File: src/rtl/ultrasonic_ranger.sv
`timescale 1ns/1ps
// ---------------------------------------------------------------------------
// ultrasonic_ranger
//
// Front end for a single HC-SR04-style ultrasonic sensor. While enabled, it
// runs a free-running measurement cycle: trigger pulse, wait for the echo,
// time the echo, then hold off until the period ends. Each measured echo width
// is compared against a range threshold. A required number of consecutive
// hits sets the debounced presence flag `detect`.
//
// Ports:
//   clk          in   system clock
//   reset        in   synchronous, active-high reset
//   enable       in   1 = run measurement cycles
//   echo         in   sensor echo pin (asynchronous, synchronized here)
//   trig         out  sensor trigger, registered
//   detect       out  debounced presence flag, registered
//   echo_cycles  out  last measured echo width in clk cycles (CNT_W bits)
//   meas_valid   out  one-cycle pulse when echo_cycles / timeout update
//   timeout      out  1 = last measurement had no echo or an over-long echo
//
// Optional build macro:
//   ULTRASONIC_CLEAR_HYST_EN - when defined, detect clears only after HITS
//   consecutive misses instead of on the first miss.
// ---------------------------------------------------------------------------
module ultrasonic_ranger #(
  parameter int TRIG_CYCLES         = 500,
  parameter int ECHO_TIMEOUT_CYCLES = 1500000,
  parameter int PERIOD_CYCLES       = 3000000,
  parameter int THRESH_CYCLES       = 58000,
  parameter int HITS                = 3,
  parameter int CNT_W               = 22
) (
  input  logic             clk,
  input  logic             reset,
  input  logic             enable,
  input  logic             echo,
  output logic             trig,
  output logic             detect,
  output logic [CNT_W-1:0] echo_cycles,
  output logic             meas_valid,
  output logic             timeout
);

  // FSM encoding
  localparam logic [2:0] S_IDLE    = 3'd0;
  localparam logic [2:0] S_TRIG    = 3'd1;
  localparam logic [2:0] S_WAIT    = 3'd2;
  localparam logic [2:0] S_MEASURE = 3'd3;
  localparam logic [2:0] S_HOLDOFF = 3'd4;

  localparam logic [CNT_W-1:0] CNT_ONE   = CNT_W'(1);
  localparam logic [CNT_W-1:0] TRIG_LAST = CNT_W'(TRIG_CYCLES - 1);
  localparam logic [CNT_W-1:0] TO_LAST   = CNT_W'(ECHO_TIMEOUT_CYCLES - 1);
  localparam logic [CNT_W-1:0] TO_MAX    = CNT_W'(ECHO_TIMEOUT_CYCLES);
  localparam logic [CNT_W-1:0] PER_LAST  = CNT_W'(PERIOD_CYCLES - 1);
  localparam logic [CNT_W-1:0] THRESH    = CNT_W'(THRESH_CYCLES);
  localparam logic [3:0]       HITS_C    = 4'(HITS);

  // Echo synchronizer: meta -> s (synchronized) -> d (delayed, for edges)
  logic echo_meta_q, echo_s_q, echo_d_q;
  logic echo_rise, echo_fall;

  logic [2:0]       state_q, state_d;
  logic [CNT_W-1:0] pcnt_q, pcnt_d;   // period counter, 0 at trig rise
  logic [CNT_W-1:0] tcnt_q, tcnt_d;   // trig width / echo-wait counter
  logic [CNT_W-1:0] wcnt_q, wcnt_d;   // echo width counter
  logic [3:0]       hcnt_q, hcnt_d;   // consecutive hit counter
`ifdef ULTRASONIC_CLEAR_HYST_EN
  logic [3:0]       mcnt_q, mcnt_d;   // consecutive miss counter
`endif

  logic             trig_q, trig_d;
  logic             detect_q, detect_d;
  logic [CNT_W-1:0] echo_cycles_q, echo_cycles_d;
  logic             meas_valid_q, meas_valid_d;
  logic             timeout_q, timeout_d;

  // Result-recording handshake between the FSM and the hit logic
  logic             rec;
  logic [CNT_W-1:0] rec_width;
  logic             rec_to;
  logic             rec_hit;

  assign echo_rise = echo_s_q & ~echo_d_q;
  assign echo_fall = ~echo_s_q & echo_d_q;

  always_comb begin
    state_d       = state_q;
    pcnt_d        = (pcnt_q == PER_LAST) ? pcnt_q : pcnt_q + CNT_ONE;
    tcnt_d        = tcnt_q;
    wcnt_d        = wcnt_q;
    hcnt_d        = hcnt_q;
`ifdef ULTRASONIC_CLEAR_HYST_EN
    mcnt_d        = mcnt_q;
`endif
    detect_d      = detect_q;
    echo_cycles_d = echo_cycles_q;
    timeout_d     = timeout_q;
    meas_valid_d  = 1'b0;
    rec           = 1'b0;
    rec_width     = echo_cycles_q;
    rec_to        = 1'b0;
    rec_hit       = 1'b0;

    case (state_q)
      S_IDLE: begin
        // Period counter is frozen while idle
        pcnt_d = pcnt_q;
        if (enable) begin
          state_d = S_TRIG;
          pcnt_d  = '0;
          tcnt_d  = '0;
        end
      end

      S_TRIG: begin
        if (tcnt_q == TRIG_LAST) begin
          state_d = S_WAIT;
          tcnt_d  = '0;
        end else begin
          tcnt_d = tcnt_q + CNT_ONE;
        end
      end

      S_WAIT: begin
        // Only a fresh rising edge counts; a level already high is ignored
        if (echo_rise) begin
          state_d = S_MEASURE;
          wcnt_d  = CNT_ONE;
        end else if (tcnt_q == TO_LAST) begin
          // No echo at all: width output keeps its previous value
          state_d   = S_HOLDOFF;
          rec       = 1'b1;
          rec_to    = 1'b1;
          rec_width = echo_cycles_q;
        end else begin
          tcnt_d = tcnt_q + CNT_ONE;
        end
      end

      S_MEASURE: begin
        if (echo_fall) begin
          state_d   = S_HOLDOFF;
          rec       = 1'b1;
          rec_width = wcnt_q;
        end else if (wcnt_q == TO_MAX) begin
          state_d   = S_HOLDOFF;
          rec       = 1'b1;
          rec_to    = 1'b1;
          rec_width = TO_MAX;
        end else begin
          wcnt_d = wcnt_q + CNT_ONE;
        end
      end

      S_HOLDOFF: begin
        if (pcnt_q == PER_LAST) begin
          if (enable) begin
            state_d = S_TRIG;
            pcnt_d  = '0;
            tcnt_d  = '0;
          end else begin
            state_d  = S_IDLE;
            hcnt_d   = '0;
            detect_d = 1'b0;
`ifdef ULTRASONIC_CLEAR_HYST_EN
            mcnt_d   = '0;
`endif
          end
        end
      end

      default: begin
        state_d = S_IDLE;
      end
    endcase

    // Result recording: outputs, valid pulse and debounce all move together
    if (rec) begin
      echo_cycles_d = rec_width;
      timeout_d     = rec_to;
      meas_valid_d  = 1'b1;
      rec_hit       = !rec_to && (rec_width < THRESH);
      if (rec_hit) begin
        hcnt_d   = (hcnt_q >= HITS_C) ? HITS_C : hcnt_q + 4'd1;
        detect_d = (hcnt_d == HITS_C);
`ifdef ULTRASONIC_CLEAR_HYST_EN
        mcnt_d   = '0;
`endif
      end else begin
`ifdef ULTRASONIC_CLEAR_HYST_EN
        mcnt_d = (mcnt_q >= HITS_C) ? HITS_C : mcnt_q + 4'd1;
        // While detecting, hcnt is held at HITS until enough misses arrive
        if (!detect_q || (mcnt_d == HITS_C)) begin
          hcnt_d   = '0;
          detect_d = 1'b0;
        end
`else
        hcnt_d   = '0;
        detect_d = 1'b0;
`endif
      end
    end

    // Trigger follows the next state so it is high exactly while in TRIG
    trig_d = (state_d == S_TRIG);
  end

  always_ff @(posedge clk) begin
    if (reset) begin
      echo_meta_q   <= 1'b0;
      echo_s_q      <= 1'b0;
      echo_d_q      <= 1'b0;
      state_q       <= S_IDLE;
      pcnt_q        <= '0;
      tcnt_q        <= '0;
      wcnt_q        <= '0;
      hcnt_q        <= '0;
`ifdef ULTRASONIC_CLEAR_HYST_EN
      mcnt_q        <= '0;
`endif
      trig_q        <= 1'b0;
      detect_q      <= 1'b0;
      echo_cycles_q <= '0;
      meas_valid_q  <= 1'b0;
      timeout_q     <= 1'b0;
    end else begin
      echo_meta_q   <= echo;
      echo_s_q      <= echo_meta_q;
      echo_d_q      <= echo_s_q;
      state_q       <= state_d;
      pcnt_q        <= pcnt_d;
      tcnt_q        <= tcnt_d;
      wcnt_q        <= wcnt_d;
      hcnt_q        <= hcnt_d;
`ifdef ULTRASONIC_CLEAR_HYST_EN
      mcnt_q        <= mcnt_d;
`endif
      trig_q        <= trig_d;
      detect_q      <= detect_d;
      echo_cycles_q <= echo_cycles_d;
      meas_valid_q  <= meas_valid_d;
      timeout_q     <= timeout_d;
    end
  end

  assign trig        = trig_q;
  assign detect      = detect_q;
  assign echo_cycles = echo_cycles_q;
  assign meas_valid  = meas_valid_q;
  assign timeout     = timeout_q;

endmodule

File: config.mk
export PLATFORM = sky130hd
export DESIGN_NAME = ultrasonic_ranger
export DESIGN_NICKNAME = d
export VERILOG_FILES = /design/src/rtl/ultrasonic_ranger.sv
export SDC_FILE = /design/constraint.sdc
export NUM_CORES = 1
export LEC_CHECK = 0
export BUFFER_PORTS_ARGS = -buffer_cell sky130_fd_sc_hd__buf_4
export CAP_MARGIN = 10
export CORE_MARGIN = 2
export CORE_UTILIZATION = 46
export DETAILED_ROUTE_END_ITERATION = 6
export PLACE_DENSITY = 0.74
export SLEW_MARGIN = 5
export SYNTH_ARGS = -nofsm -noshare
export SYNTH_HDL_FRONTEND = slang
export SYNTH_SLANG_ARGS = --single-unit
File: constraint.sdc
create_clock -name clk -period 2.15 [get_ports clk]
set_input_delay 0.3225 -clock clk [delete_from_list [all_inputs] [get_ports clk]]
set_output_delay 0.3225 -clock clk [all_outputs]
set_load 0.02 [all_outputs]
After elaboration in Yosys (flattened, before gate mapping)
Index checks and enable logic that the tools add are counted.
{ "classes": {"add_sub_neg": 4, "magnitude_cmp": 2, "eq_ne": 18, "muxes": 46, "bitwise": 4, "n_reduce_logical": 10} }
{ "ops": {"columns": ["cell", "n"], "rows": [
  ["two-way mux 22 bit", 15],
  ["case mux 22 bit (2 select lines)", 2],
  ["case mux 22 bit (4 select lines)", 1],
  ["adder 22 x 1 -> 22 bit (second input constant)", 3],
  ["equality test 22 x 21 -> 1 bit (second input constant)", 2],
  ["two-way mux 4 bit", 6],
  ["equality test 22 bit (second input constant)", 1],
  ["equality test 22 x 9 -> 1 bit (second input constant)", 1],
  ["< comparator 22 x 16 -> 1 bit (second input constant)", 1],
  ["two-way mux 3 bit", 7],
  ["case mux 3 bit (5 select lines)", 1],
  ["inequality test 2 bit (second input constant)", 7],
  ["two-way mux 1 bit", 12],
  ["AND reduction 4 bit", 2],
  ["equality test 3 x 1 -> 1 bit (second input constant)", 2],
  ["equality test 3 x 2 -> 1 bit (second input constant)", 2],
  ["nonzero test 2 bit", 3],
  ["adder 4 x 1 -> 4 bit (second input constant)", 1],
  ["equality test 4 x 2 -> 1 bit (second input constant)", 1],
  ["greater-or-equal comparator 4 x 2 -> 1 bit (second input constant)", 1],
  ["case mux 1 bit (2 select lines)", 2],
  ["nonzero test 4 bit", 1],
  ["equality test 3 bit (second input constant)", 1],
  ["logical NOT 3 bit", 1],
  ["6 further kinds", 8]
]} }
{ "word_totals": {"register_bits": 102, "in_bits": 4, "wordCells": 97} }

Logic depth before layout (Yosys ltp)
Gate-level depths: netlist of the first run.
{ "logic_depth": {"word_depth": 8, "depth_mapped": 10} }

Worst setup path after synthesis of the first run
Ideal clock, no wire load.
{ "synth_path": {"path_type": "register to register", "startpoint": "register tcnt_q[0]", "endpoint": "register tcnt_q[10]", "setup_ps": 117, "arrival_ps": 2039, "t_required_ps": 2033, "slack_ps": -6, "stages_incl_launch_ff": 9, "path_buffers": 1, "cell_sequence": "dfxtp_1 ha_1 nor4b_1 nand2_1 nor4_1 nor3b_1 o31ai_2 buf_2 nor2_1"} }
{ "synth_via": {"elab_chain_len": 4, "word_cells_on_any_way": 9, "cone_classes": "add/sub: 1; eq/ne: 3; mux: 4; reduce/logical: 1"} }
{ "synth_lines": {"columns": ["item", "line", "source"], "rows": [
  ["start, declared", "66", "logic [CNT_W-1:0] tcnt_q, tcnt_d;"],
  ["start signal, assigned", "234", "tcnt_q <= tcnt_d;"],
  ["adder 22 x 1 -> 22 bit", "122, 138", null],
  ["two-way mux 22 bit", "131", "end else if (tcnt_q == TO_LAST) begin"],
  ["two-way mux 22 bit", "128", "if (echo_rise) begin"],
  ["case mux 22 bit (4 select lines)", "106", "case (state_q)"]
]} }
Parallel ways exist; a longest one is shown, timed or not. The select of a mux whose other input is x is not followed.
A chain may end at the register's enable or synchronous reset.

Worst setup path in the final report of the first run
{ "layout_path": {"startpoint": "register tcnt_q[7]", "endpoint": "register tcnt_q[12]"} }
Same word-level chain as after synthesis.

==> flow_metrics.tcl, run 1 <==
set metrics [dict create \
    status "complete, but fails checks" \
    violations "setup timing" \
    synth_area_um2 4710 \
    rows 36 \
    die_y_um 105 \
    num_io_pins 30 \
    synth_area_leaders "dfxtp_1 43%, nor2_1 6.6%, xor2_1 5.8%" \
    grt_pass1_wl_mm 20.8 \
    clk_path_buf_depth 2 \
    num_vias 4626 \
    worst_pin_slew_ns 0.550 \
    cts_buffers 9 \
    power_leakage_nw 2.45 \
    cp_top_family "simple AND/OR/NAND/NOR gates" \
    crit_chain "nand3b_1 -> or4_4 -> o21a_1 -> buf_4 -> or3b_4 -> nand4_1 -> xor2_2 -> nor2_4" \
    drv_slew 0 \
    synth_top_area_share_pct 43.4 \
    grt_max_degree 40 \
    fillers 762 \
    crit_type "flip-flop to flip-flop" \
    dieArea_um2 11100 \
    die_x_um 105 \
    drive_gt1_share_pct 32.4 \
    synthDistinctLibCells 54 \
    slowest_delay_ns 0.52 \
    setup_slack_ns -0.119 \
    hold_buffers 0 \
    layout_commonest_cell "buf_4" \
    power_mw 3.33 \
    final_cell_mix "121 x buf_4, 94 x dfxtp_1, 77 x nor2_1" \
    grt-ovfl-total 0 \
    htreeDepth 3 \
    wirelength_mm 12.9 \
    ir_drop_v 0.000282 \
    hold_viol_final 0 \
    wl_per_cell_um 15.7 \
    max_freq_ghz 0.441 \
    start_util_pct 47.7 \
    rsz0062_at_grt "yes" \
    nNetsFinal 692 \
    ys.flop_type "dfxtp_1" \
    cp.required_ns 2.41 \
    core_um2 9860 \
    p_per_area_nw_per_um2 515 \
    place_congestion 0.870 \
    period_needed_ns 2.27 \
    path_buf_inv 1 \
    synthArstFlopShare_pct 0 \
    yosysWarnings 0 \
    cts_root_buf "clkbuf_8" \
    cts_sinks 102 \
    drtAntennaViolNets 0 \
    setup_violations 25 \
    syn_to_final_growth_pct 37.2 \
    gr-usage-all-layers_pct 22.9 \
    drc_errors 0 \
    ys_ff_latch 102 \
    synth_area_per_cell_um2 8.41 \
    yosysSeqAreaShare_pct 43.4 \
    relSlewSlack_pct 63.2 \
    critPathSlowestCell "or4_4" \
    drtIter0Drc 273 \
    insertion_delay_ns 0.36 \
    critPathCaptureType "flip-flop" \
    synth_area_leader_cell "dfxtp_1" \
    pre_cts_ws_ns -0.221 \
    antenna_cells 0 \
    dpl.hpwl_mm 8.59 \
    firstDrtPassIters 7 \
    worstSetupStartpointType "flip-flop" \
    clk_pin_slew_ns 0.10 \
    synth_edf_count 0 \
    routed_via_density 5.63 \
    hold_class "primary input to flip-flop" \
    grt_pass1_vias 4466 \
    crit_arrival_ns 2.53 \
    cts_tree "done" \
    finalCritPeriodShare_pct 106 \
    antenna_found_initial 0 \
    syn_inst 560 \
    syn_nets 569 \
    path_max_fanout 8 \
    cap_violations 0 \
    finalClockSkew_ns 0.0171 \
    port_buffers 29 \
]
## cell usage after synthesis, types with 3 or more instances
cell	number
o31ai_1	4
inv_1	7
a211oi_1	5
a22o_1	3
a31oi_1	5
nor4_1	8
and3_1	16
nand4_1	20
nor4b_1	3
nor3_1	37
or3_1	8
xor2_1	31
or4_1	4
o21ai_0	8
dfxtp_1	102
nor2_1	83
nor2b_1	7
mux2i_1	3
nand3_1	34
a21oi_1	19
clkbuf_1	16
nor3b_1	5
and2_1	7
ha_1	5
xnor2_1	21
and4_1	6
buf_2	4
nand2_1	53
## state kept, by name (all words and copies together), names as in the netlist, 3 cells and up
name	flops
pcnt_q	22
tcnt_q	22
echo_cycles	22
wcnt_q	22
state_q	3
hcnt_q	4
## metal layers
metal,GRT usage (%),part of all wire [%]
met5,0,0
met4,9.71,2.2
met3,3.06,4.3
met2,37.8,50
met1,30.0,44
## timing repair
item,CTS,global route
gates cloned,1,1
setup endpoints to repair,41,64
pin swaps,18,49
gates resized for setup,38,67
setup buffers,10,6
## cell families (layout without fill, tap and decap cells)
kind of cell	count (synthesis)	count (layout)	share of synthesized area [%]
compound gates	62	62	9.01
xor+xnor	52	52	9.67
buf+inv	29	157	2.58
fa+ha+maj	5	5	1.33
mux	3	3	0.638
simple gates	307	307	33.4
flops	102	102	43.4
## path summary, 6_finish.rpt
path	startpoint	endpoint	slack [ns]	cells after the start
max	tcnt_q[7]$_SDFFE_PP0P_	tcnt_q[12]$_SDFFE_PP0P_	-0.12	8
max reg2reg	tcnt_q[7]$_SDFFE_PP0P_	tcnt_q[12]$_SDFFE_PP0P_	-0.12	8
min	echo	echo_meta_q$_SDFF_PP0_	0.19	2
min reg2reg	hcnt_q[3]$_SDFFE_PP0P_	hcnt_q[3]$_SDFFE_PP0P_	0.47	1
## cell type report
cell class | count | area, um2 | share of cell area [%]
clock buffer | 13 | 149 | 2.30
inverter | 7 | 26.3 | 0.407
multi-input combinational | 429 | 2960 | 45.8
sequential | 102 | 2050 | 31.8
tap | 133 | 166 | 2.58
timing repair buffer | 134 | 1060 | 16.5
clock inverter | 3 | 43.8 | 0.678
## per-stage QoR
step           cell area, um2  TNS, ns  util, %  hold slack, ns  instances
3_3_place_gp             5700    -2.78     57.7           0.445        791
3_5_place_dp             5700    -5.09     57.7           0.451        791
5_1_grt                  6460    -4.38     65.5           0.222        821
6_report                 6460    -1.79     65.5           0.191        821
4_1_cts                  6160    -1.37     62.4           0.171        817
2_1_floorplan            4710        0        -           0.407        560
## worst reg2reg max path, delay by kind of cell (launching register included)
family                 cells  cell delay, ns
XOR/XNOR                   1            0.21
AO/OA/AOI/OAI              1            0.22
AND/OR/NAND/NOR            5            1.27
flip-flops                 1            0.33
buffers and inverters      1            0.14
## power by group
part / switching, mW / total [mW] / leakage, nW / internal [mW]
clock network: 0.631 / 1.20 / 0.0976 / 0.573
registers: 0.00764 / 1.91 / 0.827 / 1.90
logic: 0.131 / 0.216 / 1.52 / 0.0854
(Power assumes the default switching activity.)
==> run 2, diff against run 1 <==
- ABC_AREA: not set -> 1
- CORE_ASPECT_RATIO: not set -> 2
- PLACE_DENSITY: 0.74 -> 0.73
==> run 2 against run 1 <==
Against the previous run:
- the run ends with DRC left
- global-route usage rose by 3.9 points
- worst setup slack improved by 0.26 ns
- via count rose by 25%
- core utilization fell by 7.9 points
- register-to-register slack improved by 0.26 ns
- sequential power barely moved
- die area rose by 18%
- non-clock buffer count fell by 35
- critical path depth rose by 9
- clock power rose by 38%
- area after synthesis rose by 18%
- clock skew fell by 0.0071 ns
- critical endpoint is now detect$_SDFFE_PP0P_
- highest routed layer unchanged
==> flow_metrics.tcl, run 2 <==
set metrics [dict create \
    finalClockSkew_ns 0.00999 \
    synth_xor_area_share_pct 3.93 \
    power_leakage_nw 2.67 \
    cts_buffers 9 \
    grt_pass1_wl_mm 27.2 \
    crit_arrival_ns 2.30 \
    layout_commonest_cell "nand2_1" \
    gr-usage-all-layers_pct 26.8 \
    drv_slew 0 \
    layoutNonFillerInstCount 1048 \
    drc_errors 4 \
    status "complete, but fails checks" \
    ys_ff_latch 102 \
    synth_top_family_by_area "simple AND/OR/NAND/NOR gates" \
    timing.hold.ws_ns 0.179 \
    die_x_um 81.9 \
    whs_path_depth 3 \
    num_vias 5788 \
    clk_path_buf_depth 2 \
    swShare_pct 25.9 \
    violations "DRC" \
    cts_tree "done" \
    cts_sinks 102 \
    setup_slack_ns 0.138 \
    p_per_area_nw_per_um2 558 \
    ir_drop_v 0.000568 \
    path_max_fanout 9 \
    synth.most_common_cell "nand2_1" \
    htreeDepth 3 \
    intPower_mw 2.80 \
    wl_per_cell_um 16.0 \
    yosysSeqAreaShare_pct 36.6 \
    drive_gt1_share_pct 19.2 \
    syn_inst 815 \
    synth_top_area_share_pct 36.6 \
    dpl.hpwl_mm 12.7 \
    p_switching_uw 977 \
    hold_buffers 0 \
    synthDistinctLibCells 48 \
    clk_pin_slew_ns 0.08 \
    antenna_found_initial 0 \
    core_um2 11800 \
    antenna_cells 0 \
    grt-ovfl-total 0 \
    synth_edf_count 0 \
    drtIter0Drc 323 \
    finalCritPeriodShare_pct 93.6 \
    synth_area_per_cell_um2 6.84 \
    num_io_pins 30 \
    routed_via_density 5.52 \
    max_freq_ghz 0.497 \
    syn_to_final_growth_pct 21.5 \
    synth_area_leader_cell "dfxtp_1" \
    place_congestion 0.999 \
    ys.flop_type "dfxtp_1" \
    synth_area_leaders "dfxtp_1 37%, nand2_1 11%, nor2_1 6.9%" \
    yosys-top-cells-count "163 x nand2_1, 103 x nor2_1, 102 x dfxtp_1" \
    synth-compound-area-share_pct 13.5 \
    grt_max_degree 57 \
    hold_viol_final 0 \
    firstDrtPassIters 7 \
    clock_power_share_pct 43.7 \
    pre_cts_ws_ns 0.0926 \
    wirelength_mm 16.7 \
    final_cell_mix "162 x nand2_1, 102 x nor2_1, 96 x dfxtp_1" \
    drtAntennaViolNets 0 \
    port_buffers 29 \
    setup_violations 0 \
    critPathCaptureType "flip-flop" \
    synthMuxAreaShare_pct 0 \
    post_dp_cell_area_um2 6310 \
    die_y_um 160 \
    hold_class "primary input to flip-flop" \
    nNetsFinal 907 \
    grt_pass1_vias 5817 \
    crit_type "flip-flop to flip-flop" \
    cts_root_buf "clkbuf_16" \
    rows 56 \
    relSlewSlack_pct 58.7 \
    insertion_delay_ns 0.36 \
    syn_nets 824 \
    pwr-share-seq_pct 50.5 \
    worstSetupStartpointType "flip-flop" \
    cp.required_ns 2.44 \
    rsz0062_at_grt "yes" \
    synth_adder_area_share_pct 1.12 \
    power_mw 3.78 \
    dpl.cell_count 1027 \
    comb_power_share_pct 5.7 \
    start_util_pct 47.4 \
    dieArea_um2 13100 \
    period_needed_ns 2.01 \
    synthArstFlopShare_pct 0 \
    post-route-cell-area_um2 6780 \
    synth_area_um2 5580 \
    rr_worst_depth 17 \
    cap_violations 0 \
    worst_pin_slew_ns 0.620 \
    synth-simple-area-share_pct 34.9 \
    yosysWarnings 0 \
]
## run 2: cell types whose count changed in the layout (fill, tap and decap cells not counted), sizes merged, moves of 8 or more
cell and change:
buf -35, nand2 +119, and3 -16, o21ai +24, a21oi +50, xor2 -8, nand3 +9, nand4 +10
or3 -8, nor2 +23, xnor2 -19, inv +101
## run 2: worst paths after layout
| path | from | endpoint | slack, ns |
|---|---|---|---|
| worst min register to register | echo_meta_q$_SDFF_PP0_ | echo_s_q$_SDFF_PP0_ | 0.41 |
| worst max register to register | wcnt_q[1]$_SDFFE_PP0P_ | detect$_SDFFE_PP0P_ | 0.14 |
| worst min-delay path | echo | echo_meta_q$_SDFF_PP0_ | 0.18 |
| worst max-delay path | wcnt_q[1]$_SDFFE_PP0P_ | detect$_SDFFE_PP0P_ | 0.14 |
## run 2: power groups by stage
| stage | sequential, mW | clock (mW) | combinational, mW |
|---|---|---|---|
| 6_report | 1.91 | 1.65 | 0.217 |
| 5_1_grt | 1.91 | 1.76 | 0.239 |
| 4_1_cts | 1.91 | 1.69 | 0.208 |
| 3_5_place_dp | 1.95 | 0 | 0.207 |
| 3_3_place_gp | 1.95 | 0 | 0.207 |
| 2_1_floorplan | 1.95 | 0 | 0.125 |
## run 2: kinds of logic after synthesis
logic type / count (synthesis)
AO/OA/AOI/OAI: 133
AND/OR/NAND/NOR: 418
buffers and inverters: 132
adder cells (fa/ha/maj): 5
flip-flops: 102
XOR/XNOR: 25
## run 2: metal layers
| metal | track usage (%) | routed length (um) | vias to the layer above |
|---|---|---|---|
| met3 | 4.29 | 606 | 76 |
| met1 | 25.8 | 5680 | 2680 |
| met2 | 48.9 | 9260 | 175 |
| met5 | 0 | 0 | - |
| met4 | 18.6 | 1170 | 0 |
| li1 | - | - | 2857 |
## run 2: repair_timing
item / 4_1_cts / 5_1_grt
setup endpoints to repair: 0 / 29
setup buffers: 0 / 5
resized for setup: 0 / 34
## run 2: stage by stage
stage / util [%] / TNS (ns)
finish: 57.6 / 0
global route: 57.6 / -0.226
CTS: 56.2 / 0
detailed placement: 53.6 / 0
global placement: 53.6 / 0
floorplan: - / 0
## run 2: final cells by class
class / count / area (um2)
clock inverter: 7 / 75.1
tap: 145 / 181
inverter: 105 / 402
fill: 1136 / 5000
sequential: 102 / 2050
timing repair buffer: 99 / 783
clock buffer: 9 / 225
multi-input combinational: 581 / 3060
## run 2: worst max-delay path, cell delays in order (launching register included)
cell	delay (ns)
dfxtp_2	0.33
inv_2	0.07
ha_4	0.14
nand2_1	0.05
inv_1	0.05
nand2_1	0.05
nor2_1	0.13
nand4_2	0.14
nand2_4	0.14
inv_4	0.07
nand2_1	0.07
nand2_1	0.05
nor2_1	0.11
buf_4	0.16
nand2_1	0.07
nand2_2	0.08
nand4_1	0.10
a21oi_1	0.14
